`config.mk`:
```
export PLATFORM = sky130hd
export DESIGN_NAME = cam_insert_ctrl
export DESIGN_NICKNAME = d
export VERILOG_FILES = /design/src/rtl/cam_insert_ctrl.sv
export SDC_FILE = /design/constraint.sdc
export NUM_CORES = 1
export LEC_CHECK = 0
export CAP_MARGIN = 20
export CORE_MARGIN = 3
export CORE_UTILIZATION = 45
export CTS_CLUSTER_DIAMETER = 40
export DETAILED_ROUTE_END_ITERATION = 16
export GPL_TIMING_DRIVEN = 0
export PLACE_DENSITY = 0.8
export SYNTH_ARGS = -nofsm -noshare
export SYNTH_HDL_FRONTEND = slang
export SYNTH_SLANG_ARGS = --single-unit
```
`constraint.sdc`:
```
create_clock -name clk -period 5.8 [get_ports clk]
set_clock_uncertainty 0.1 [all_clocks]
set_input_delay 0.87 -clock clk [delete_from_list [all_inputs] [get_ports clk]]
set_output_delay 0.87 -clock clk [all_outputs]
set_load 0.05 [all_outputs]
```
`src/rtl/cam_insert_ctrl.sv`:
```
// cam_insert_ctrl: insert/delete controller in front of a CAM, tracking
// occupancy and allocating the lowest free entry on insert.
module cam_insert_ctrl #(
    parameter int DATA_WIDTH = 5,
    parameter int DATA_SIZE  = 1 << DATA_WIDTH
) (
    input  logic                  clk,
    input  logic                  rst,
    input  logic                  req_valid,
    output logic                  req_ready,
    input  logic                  req_op,
    input  logic [DATA_SIZE-1:0]  req_key,
    output logic                  rsp_valid,
    output logic [1:0]            rsp_status,
    output logic [DATA_WIDTH-1:0] rsp_index,
    output logic [DATA_WIDTH:0]   count,
    output logic                  cam_write,
    output logic [DATA_WIDTH-1:0] cam_write_index,
    output logic [DATA_SIZE-1:0]  cam_write_data,
    output logic                  cam_search,
    output logic [DATA_SIZE-1:0]  cam_search_data,
    input  logic                  cam_search_valid,
    input  logic [DATA_WIDTH-1:0] cam_search_index
);
    localparam logic [2:0] INIT   = 3'd0;
    localparam logic [2:0] IDLE   = 3'd1;
    localparam logic [2:0] SEARCH = 3'd2;
    localparam logic [2:0] WAIT   = 3'd3;
    localparam logic [2:0] WRITE  = 3'd4;
    localparam logic [2:0] RESP   = 3'd5;

    logic [2:0]            state_q, state_d;
    logic [DATA_WIDTH-1:0] clr_q, clr_d;
    logic [DATA_SIZE-1:0]  occ_q, occ_d;
    logic [DATA_WIDTH:0]   count_q, count_d;
    logic                  op_q, op_d;
    logic [DATA_SIZE-1:0]  key_q, key_d;
    logic [DATA_WIDTH-1:0] idx_q, idx_d;
    logic [1:0]            status_q, status_d;
    logic [DATA_WIDTH-1:0] free_idx;
    logic                  hit, full;

    // Scan downward so the lowest-numbered free entry is the one left standing.
    always_comb begin
        free_idx = '0;
        for (int i = DATA_SIZE - 1; i >= 0; i--)
            if (!occ_q[i]) free_idx = DATA_WIDTH'(i);
    end

    // A CAM match on an entry we never filled is stale and counts as a miss.
    assign hit  = cam_search_valid & occ_q[cam_search_index];
    assign full = count_q == (DATA_WIDTH+1)'(DATA_SIZE);

    always_comb begin
        state_d  = state_q;
        clr_d    = clr_q;
        occ_d    = occ_q;
        count_d  = count_q;
        op_d     = op_q;
        key_d    = key_q;
        idx_d    = idx_q;
        status_d = status_q;
        case (state_q)
            INIT: begin
                clr_d   = clr_q + 1'b1;
                state_d = (clr_q == DATA_WIDTH'(DATA_SIZE - 1)) ? IDLE : INIT;
            end
            IDLE: if (req_valid) begin
                op_d     = req_op;
                key_d    = req_key;
                idx_d    = '0;
                status_d = 2'b11;
                state_d  = (req_key == '0) ? RESP : SEARCH;
            end
            SEARCH: state_d = WAIT;
            WAIT: if (!op_q) begin
                state_d  = (!hit && !full) ? WRITE : RESP;
                status_d = hit ? 2'b01 : full ? 2'b10 : 2'b00;
                idx_d    = hit ? cam_search_index : full ? '0 : free_idx;
            end else begin
                state_d  = hit ? WRITE : RESP;
                status_d = hit ? 2'b00 : 2'b11;
                idx_d    = hit ? cam_search_index : '0;
            end
            WRITE: begin
                occ_d[idx_q] = !op_q;
                count_d      = op_q ? count_q - 1'b1 : count_q + 1'b1;
                status_d     = 2'b00;
                state_d      = RESP;
            end
            RESP:    state_d = IDLE;
            default: state_d = INIT;
        endcase
    end

    always_ff @(posedge clk) begin
        if (rst) begin
            state_q  <= INIT;
            clr_q    <= '0;
            occ_q    <= '0;
            count_q  <= '0;
            op_q     <= 1'b0;
            key_q    <= '0;
            idx_q    <= '0;
            status_q <= 2'b00;
        end else begin
            state_q  <= state_d;
            clr_q    <= clr_d;
            occ_q    <= occ_d;
            count_q  <= count_d;
            op_q     <= op_d;
            key_q    <= key_d;
            idx_q    <= idx_d;
            status_q <= status_d;
        end
    end

    assign req_ready       = state_q == IDLE;
    assign rsp_valid       = state_q == RESP;
    assign rsp_status      = rsp_valid ? status_q : 2'b00;
    assign rsp_index       = rsp_valid ? idx_q : '0;
    assign count           = count_q;
    assign cam_write       = state_q == INIT || state_q == WRITE;
    assign cam_write_index = state_q == INIT ? clr_q : state_q == WRITE ? idx_q : '0;
    assign cam_write_data  = (state_q == WRITE && !op_q) ? key_q : '0;
    assign cam_search      = state_q == SEARCH;
    assign cam_search_data = cam_search ? key_q : '0;
endmodule

```
==> flow_results.org, run 1 <==
** Status
- The run finished with clean final reports.

** Drt
- In the final routed layout, each cell accounts on average for 16.92 um.
- Number of vias after detailed routing :: 5286
- Detailed-route wire length :: 15.45 mm
- The detailed router finished its first iteration with 327 violations.
- Once detail routing completed, the nets flagged for antenna violations numbered 0.
- Before antenna repair, the detailed router went through 5 iterations.
- For this run, design rule violations remaining after detail routing come to 0.
- Dividing the detail-routed via count by the number of cells gives 5.790.

** STA
- Max Clk Rate :: 236.7 MHz
- At the pin with the least slew margin, the transition time is 785.2 ps.
- Hold Fails Final Rpt :: 0
- Setup violations remaining at the end of the flow were counted as 0.
- After routing, the total negative slack on setup checks comes to 0 ps.
- The worst path uses 72.83% of the clock period.
- Setup slack of the critical path after layout :: 1576 ps
- Final critical-path required period :: 4224 ps
- Slew Limit Headroom :: 47.54%
- Setup repair after global routing left no endpoint under its margin.
- Final Max Slew Viols :: 0

** Synth
- Async set or reset register ratio after synthesis :: 0%
- #FFs+latches synth :: 86
- Count of distinct cell types in the synthesized netlist :: 53
- The average instance in the mapped netlist occupies 7.639 um2.
- Dominant cells by area after synthesis :: dfxtp_1 (35%), a21oi_1 (8.6%), nand2_1 (7.3%)
- The synthesized design contains 0 enable-type register cells.
- The mapped netlist covers 0.004866 mm2.
- The most used flip-flop cell after synthesis is dfxtp_1.
- Post-Syn Nets :: 686
- After synthesis, flip-flops and latches occupy 35.38% of the total area.
- Cell type contributing the most total cell area after synthesis :: dfxtp_1
- By instance count, the leading cell after synthesis is nand2_1.
- Gate count of the mapped netlist :: 637
- By count the netlist is led by nand2_1 (95), dfxtp_1 (86), a21oi_1 (84).
- For this run, the number of Yosys warnings is 0.
- Summed over its instances, the top area cell type makes up 35.38% of the synthesized netlist area.

** Die
- Row generation in the floorplan step produced 37 rows.
- In this run the horizontal extent of the chip is 110.0 um.
- Die footprint :: 0.01210 mm2
- 128 I/O pins were placed.
- CORE AREA :: 0.01042 mm2
- Die extent in y :: 110.0 um
- For this configuration, the core starts out at a cell density of 46.71%.

** Power
- For this design the static power due to leakage is 0.002249 uW.
- Power density of the placed cells :: 165.8 mW/mm2
- IR analysis of the VDD net gives a maximum drop of 0.09890 mV.

** Critical path
- In this run the critical register-to-register path is launched from op_q.
- Maximum fanout along the worst path :: 10
- CP Launch Type :: flop
- The worst setup path is of the flop to output pin kind.
- STA puts the critical path data required time at 4830 ps.
- For the worst flop-to-flop path, the logic depth is 10.
- Crit Reg-Reg Endpoint :: count[4]
- Worst-case register-to-register setup slack :: 3010 ps
- Signal arrival time at the worst endpoint :: 3250 ps
- The worst setup path is captured at an output pin.

** GRT
- The number of global-route vias before repair is 5150.
- Largest net degree at the start of global routing :: 17
- Total routing resource utilization after global routing :: 25.85%
- After global routing the overflow that remains totals 0.
- Global-route wire length before repair :: 24.78 mm
- Antenna violations before repair :: 0

** CTS
- The clock drives 86 sinks.
- TritonCTS created 9 clock buffers.
- Clock latency on the worst-skew pair, taken at its later pin, is 370 ps.
- Clock Root Buffer :: clkbuf_8
- TritonCTS built the clock tree.
- H-tree depth :: 3
- Buffer depth of the longest clock path :: 2
- Clock-pin slew was measured on the worst setup and hold paths at 90 ps.
- Number of instances resized during post-cts repair :: 0
- Buffers inserted by post-CTS timing repair :: 0
- Count of hold-fix buffers inserted at cts :: 0

** Run
- Max_cap viols :: 0

** Final layout
- For this run, the share of the core covered by cells in the final layout is 61.98%.
- The number of antenna diodes in the final layout is 0.
- Fill cell instance count of the final layout :: 917
- Count of nets after finishing :: 821
- Register Area :: 0.001722 mm2
- Share of cells above drive strength 1 :: 3.346%
- Relative to the synthesized area, the layout overhead comes to 32.68%.
- The multi-input combinational cells in the finished layout cover a total of 0.002877 mm2.

** Placement
- Routability congestion estimate from global placement :: 0.8883
- Summed over all nets, the half-perimeter wirelength after detailed placement is 11.63 mm.
- Pre-CTS setup slack :: 2006 ps
- Buffers on Ports :: 124

** Min path
- Hold worst-path end :: key_q[0]
- Startpoint of the most critical hold path :: key_q[0]
- Hold path cells :: 2
- Class of the most critical hold timing path :: flop to flop
[worst max-delay path by stage]
stage	from	to	slack (ps)
6_report	state_q[2]	cam_write_data[27]	1580
5_1_grt	state_q[2]	cam_write_data[28]	1380
4_1_cts	state_q[2]	cam_write_data[28]	1590
3_5_place_dp	state_q[2]	cam_write_data[28]	2010
3_3_place_gp	state_q[2]	cam_write_data[25]	2030
2_1_floorplan	state_q[0]	cam_search_data[22]	2890
[logic make-up after synthesis]
| group | synth area share [%] |
|---|---|
| adders and majority gates | 1.954 |
| muxes | 5.914 |
| AOI/OAI and AO/OA | 18.98 |
| xor gates and xnor gates | 1.620 |
| and+or+nand+nor | 30.65 |
| buffers and inverters | 5.503 |
| DFF | 35.38 |
[worst max-delay path, stage by stage, from the launching register on]
cell	delay [ps]
dfxtp_1	320
clkbuf_1	300
nand2_1	170
nor2_1	250
clkbuf_1	390
clkbuf_1	410
and3_1	220
clkdlybuf4s50_1	820
[cells in the final DEF, fill, tap and decap left out, types with 11 or more instances in the layout]
cell	netlist	layout
dfxtp_1	86	86
nand3_1	12	12
clkdlybuf4s50_1	0	124
a211oi_1	11	11
nor2_1	43	43
and3_1	35	35
clkbuf_1	46	46
or3_1	20	20
nand2_1	95	95
and2_1	42	42
inv_1	15	15
o21ai_0	31	31
a21oi_1	84	84
nor4_1	11	11
[sequential cells by signal, indices dropped and copies added (netlist names)]
name,cells
key_q,32
occ_q,32
count,6
clr_q,5
idx_q,5
state_q,3
status_q,2
op_q,1
[per-layer routing]
layer | GRT usage (%) | up-vias | wire [um]
met5 | 0 | - | 0
met4 | 10.24 | 0 | 411
met3 | 6.174 | 35 | 1232
met2 | 43.54 | 218 | 7321
met1 | 31.77 | 2507 | 6484
li1 | - | 2526 | -
[area by class of cell]
class / count / share of cell area (%)
tap: 136 / 2.636
clock buffer: 9 / 1.919
timing repair buffer: 124 / 19.22
clock inverter: 7 / 0.8527
buffer: 51 / 3.217
sequential: 86 / 26.67
multi-input combinational: 484 / 44.55
inverter: 16 / 0.9302
[where the power goes]
part | total [uW] | leakage (uW) | internal [uW] | switching [uW]
sequential | 594 | 0.000693 | 592 | 2.11
combinational | 76.5 | 0.00146 | 37.4 | 39.1
clock | 400 | 0.0000923 | 162 | 239
total | 1070 | 0.00225 | 791 | 280
[stage by stage]
step                instances  cell area [um2]  hold slack [ps]  power, uW
global placement          897             6277            352.3      681.8
finish                    913             6456            371.9       1071
floorplan                 637             4866            340.3      639.7
global route              913             6456            401.5       1103
detailed placement        897             6277            358.4      683.4
CTS                       913             6456            372.4       1073
(Power assumes the default switching activity.)
==> run 2, diff against run 1 <==
--- a/config.mk
+++ b/config.mk
@@ -11,7 +11,7 @@
 export CTS_CLUSTER_DIAMETER = 40
 export DETAILED_ROUTE_END_ITERATION = 16
 export GPL_TIMING_DRIVEN = 0
-export PLACE_DENSITY = 0.8
+export PLACE_DENSITY = 0.83
 export SYNTH_ARGS = -nofsm -noshare
 export SYNTH_HDL_FRONTEND = slang
 export SYNTH_SLANG_ARGS = --single-unit
==> constraint.sdc (replaced) <==
create_clock -name clk -period 3.55 [get_ports clk]
set_clock_uncertainty 0.1 [all_clocks]
set_input_delay 0.5325 -clock clk [delete_from_list [all_inputs] [get_ports clk]]
set_output_delay 0.5325 -clock clk [all_outputs]
set_load 0.05 [all_outputs]
==> flow_results.org, run 2 (synthesis results as in run 1) <==
** Status
- Result of the run :: finished clean (unchanged)

** Drt
- First-iteration detailed-routing DRC count :: 311 (was 327)
- Remaining number of nets flagged by the antenna check after routing :: 0 (unchanged)
- The number of vias after detailed routing came to 5222 (was 5286).
- Detailed-route wire length :: 15.80 mm (was 15.45 mm)
- DRC Markers :: 0 (unchanged)
- The detail-routed net length per standard cell is 17.31 um (was 16.92 um).
- Detailed-router iteration count before antenna repair :: 5 (unchanged)
- Routed vias/inst :: 5.720 (was 5.790)

** CTS
- The TritonCTS buffer count is 9 (unchanged).
- Insertion delay to the later sink of the worst-skew pair :: 380 ps (was 370 ps)
- Buffer depth of the longest clock path :: 2 (unchanged)
- H-tree depth :: 3 (unchanged)
- The clock-pin slew on the worst setup and hold paths was 100 ps (was 90 ps).
- The sink count of the clock tree came to 86 (unchanged).
- The clock tree from TritonCTS is built (unchanged).
- The hold-fix buffer count after cts came to 0 (unchanged).
- The buffer cell driving the clock tree root is clkbuf_8 (unchanged).

** Die
- The height of the chip was 110.0 um (unchanged).
- The number of top-level design ports came to 128 (unchanged).
- CORE AREA :: 0.01042 mm2 (unchanged)
- The overall die area was 0.01210 mm2 (unchanged).
- FP Rows :: 37 (unchanged)
- Starting density of the core :: 46.71% (unchanged)
- The die extent in x was 110.0 um (unchanged).

** Power
- The maximum vdd drop came to 0.1689 mV (was 0.09890 mV).
- Leakage :: 0.002381 uW (was 0.002249 uW)
- Power density of the placed cells :: 289.9 mW/mm2 (was 165.8 mW/mm2)

** Critical path
- CP Capture Type :: output pin (unchanged)
- The family with the most delay on the worst path was buffers and inverters (unchanged).
- The most used cell along the critical path is clkbuf_1 (unchanged).
- The type of the setup path with the least slack is flop to output pin (unchanged).
- Peak per-stage delay on the critical path :: 700 ps (was 820 ps)
- The startpoint type of the worst setup path is a flop (unchanged).
- Buffering stage count on the worst path with inverters included :: 4 (unchanged)
- The required arrival time at the worst endpoint was 2920 ps (was 4830 ps).
- Maximum fanout along the worst path :: 10 (unchanged)
- Cell at the slowest stage of the critical path :: clkdlybuf4s50_1 (unchanged)
- Cells traversed along the worst timing path: clkbuf_1, clkinv_1, clkbuf_1, and3_1, clkdlybuf4s50_1 (was clkbuf_1, nand2_1, nor2_1, clkbuf_1, clkbuf_1, and3_1, clkdlybuf4s50_1).
- Signal arrival time at the worst endpoint :: 2770 ps (was 3250 ps)

** Final layout
- Share of cells above drive strength 1 :: 7.207% (was 3.346%)
- Most frequent cells in the layout :: nand2_1 (95), clkdlybuf4s50_1 (93), dfxtp_1 (86), a21oi_1 (84), clkbuf_1 (43) (was clkdlybuf4s50_1 (124), nand2_1 (95), dfxtp_1 (86), a21oi_1 (84), clkbuf_1 (46))
- Area taken by multi-input logic gates :: 0.002879 mm2 (was 0.002877 mm2)
- Register Area :: 0.001722 mm2 (unchanged)
- Relative area change from synthesis to final layout :: 33.71% (was 32.68%)
- The leading cell type in the layout, fill and taps excluded is nand2_1 (was clkdlybuf4s50_1).
- Fill cell instance count of the final layout :: 911 (was 917)
- The net count reported at finish came to 821 (unchanged).
- Antenna diode count :: 0 (unchanged)
- Summed area of non-filler cells in the final layout :: 0.006506 mm2 (was 0.006456 mm2)

** GRT
- Largest net degree at the start of global routing :: 16 (was 17)
- Global-route wire length before repair :: 24.89 mm (was 24.78 mm)
- Total routing resource utilization after global routing :: 26.13% (was 25.85%)
- The number of antenna violations at the first check in global routing is 0 (unchanged).
- Number of global-route vias before repair :: 5161 (was 5150)
- Grt total ovfl :: 0 (unchanged)

** Placement
- The half-perimeter wire length after placement came to 11.87 mm (was 11.63 mm).
- Buffers on Ports :: 124 (unchanged)
- The placement-stage cell area is 0.006277 mm2 (unchanged).
- The weighted congestion reported at the end of routability-driven placement is 0.8876 (was 0.8883).

** STA
- Slew Limit Headroom :: 47.20% (was 47.54%)
- The pin slew with the least headroom to its limit came to 790.3 ps (was 785.2 ps).
- The setup total negative slack is 0 ps (unchanged).
- The number of hold violations in the final report is 0 (unchanged).
- The max-slew violation total from the final report was 0 (unchanged).
- RSZ-0062 raised after global routing: no (unchanged).
- Of the available clock period, the critical path in the final layout requires 95.75%.
- For this run, the top clock speed supported by timing is 294.2 MHz.
- Final critical-path required period :: 3399 ps
- The final-report setup violation count is 0 (unchanged).

** Run
- Max_cap viols :: 0 (unchanged)

** Min path
- The class of the tightest hold or removal check was flop to flop (unchanged).
-- run 2: worst min-delay path, stage by stage (launching register included) --
cell and delay, ps:
dfxtp_1 320, nand2_1 50, a21oi_1 50
-- run 2: layout make-up --
cell class / count / area share, %
tap: 136 / 2.615
clock inverter: 7 / 1.500
multi-input combinational: 484 / 44.25
inverter: 16 / 0.9231
timing repair buffer: 124 / 19.10
clock buffer: 9 / 1.904
sequential: 86 / 26.46
buffer: 51 / 3.250
-- run 2: metrics by stage --
step	worst slack [ps]	cells	hold WS (ps)	total power (uW)	util (%)
after floorplan	973.3	637	340.3	1045	-
final	151.0	913	369.3	1886	62.46
after CTS	75.87	913	370.1	1878	62.56
after global placement	100.2	897	350.7	1114	60.26
after global routing	8.516	913	390.2	1919	62.46
after detailed placement	52.15	897	356.0	1118	60.26
-- run 2: path summary, 6_finish.rpt --
kind | start | to | slack, ps | cells past startpoint
setup / recovery | op_q | cam_write_data[4] | 150 | 5
hold / removal | key_q[1] | key_q[1] | 370 | 2
setup reg to reg | op_q | count[4] | 810 | 10
hold reg to reg | key_q[1] | key_q[1] | 370 | 2
-- run 2: routing by layer --
metal  global-route usage, %  part of all wire [%]  vias up
met5                       0                     0        -
met4                   7.391                   1.4        0
met3                   7.047                   8.6       27
met2                   46.45                    49      232
met1                   30.78                    41     2439
li1                        -                     -     2524
-- run 2: repair_timing --
action | 4_1_cts | 5_1_grt
setup buffers | 0 | 0
setup endpoints to repair | 30 | 33
endpoints found under the hold margin | 0 | 0
gates resized for setup | 66 | 23
-- run 2: power breakdown --
group,switching (uW),total (uW),leakage [uW],internal (uW)
registers,3.58,970,0.000693,967
logic,65.6,127,0.00158,61.1
clock network,390,789,0.000106,399
total,459,1890,0.00238,1430
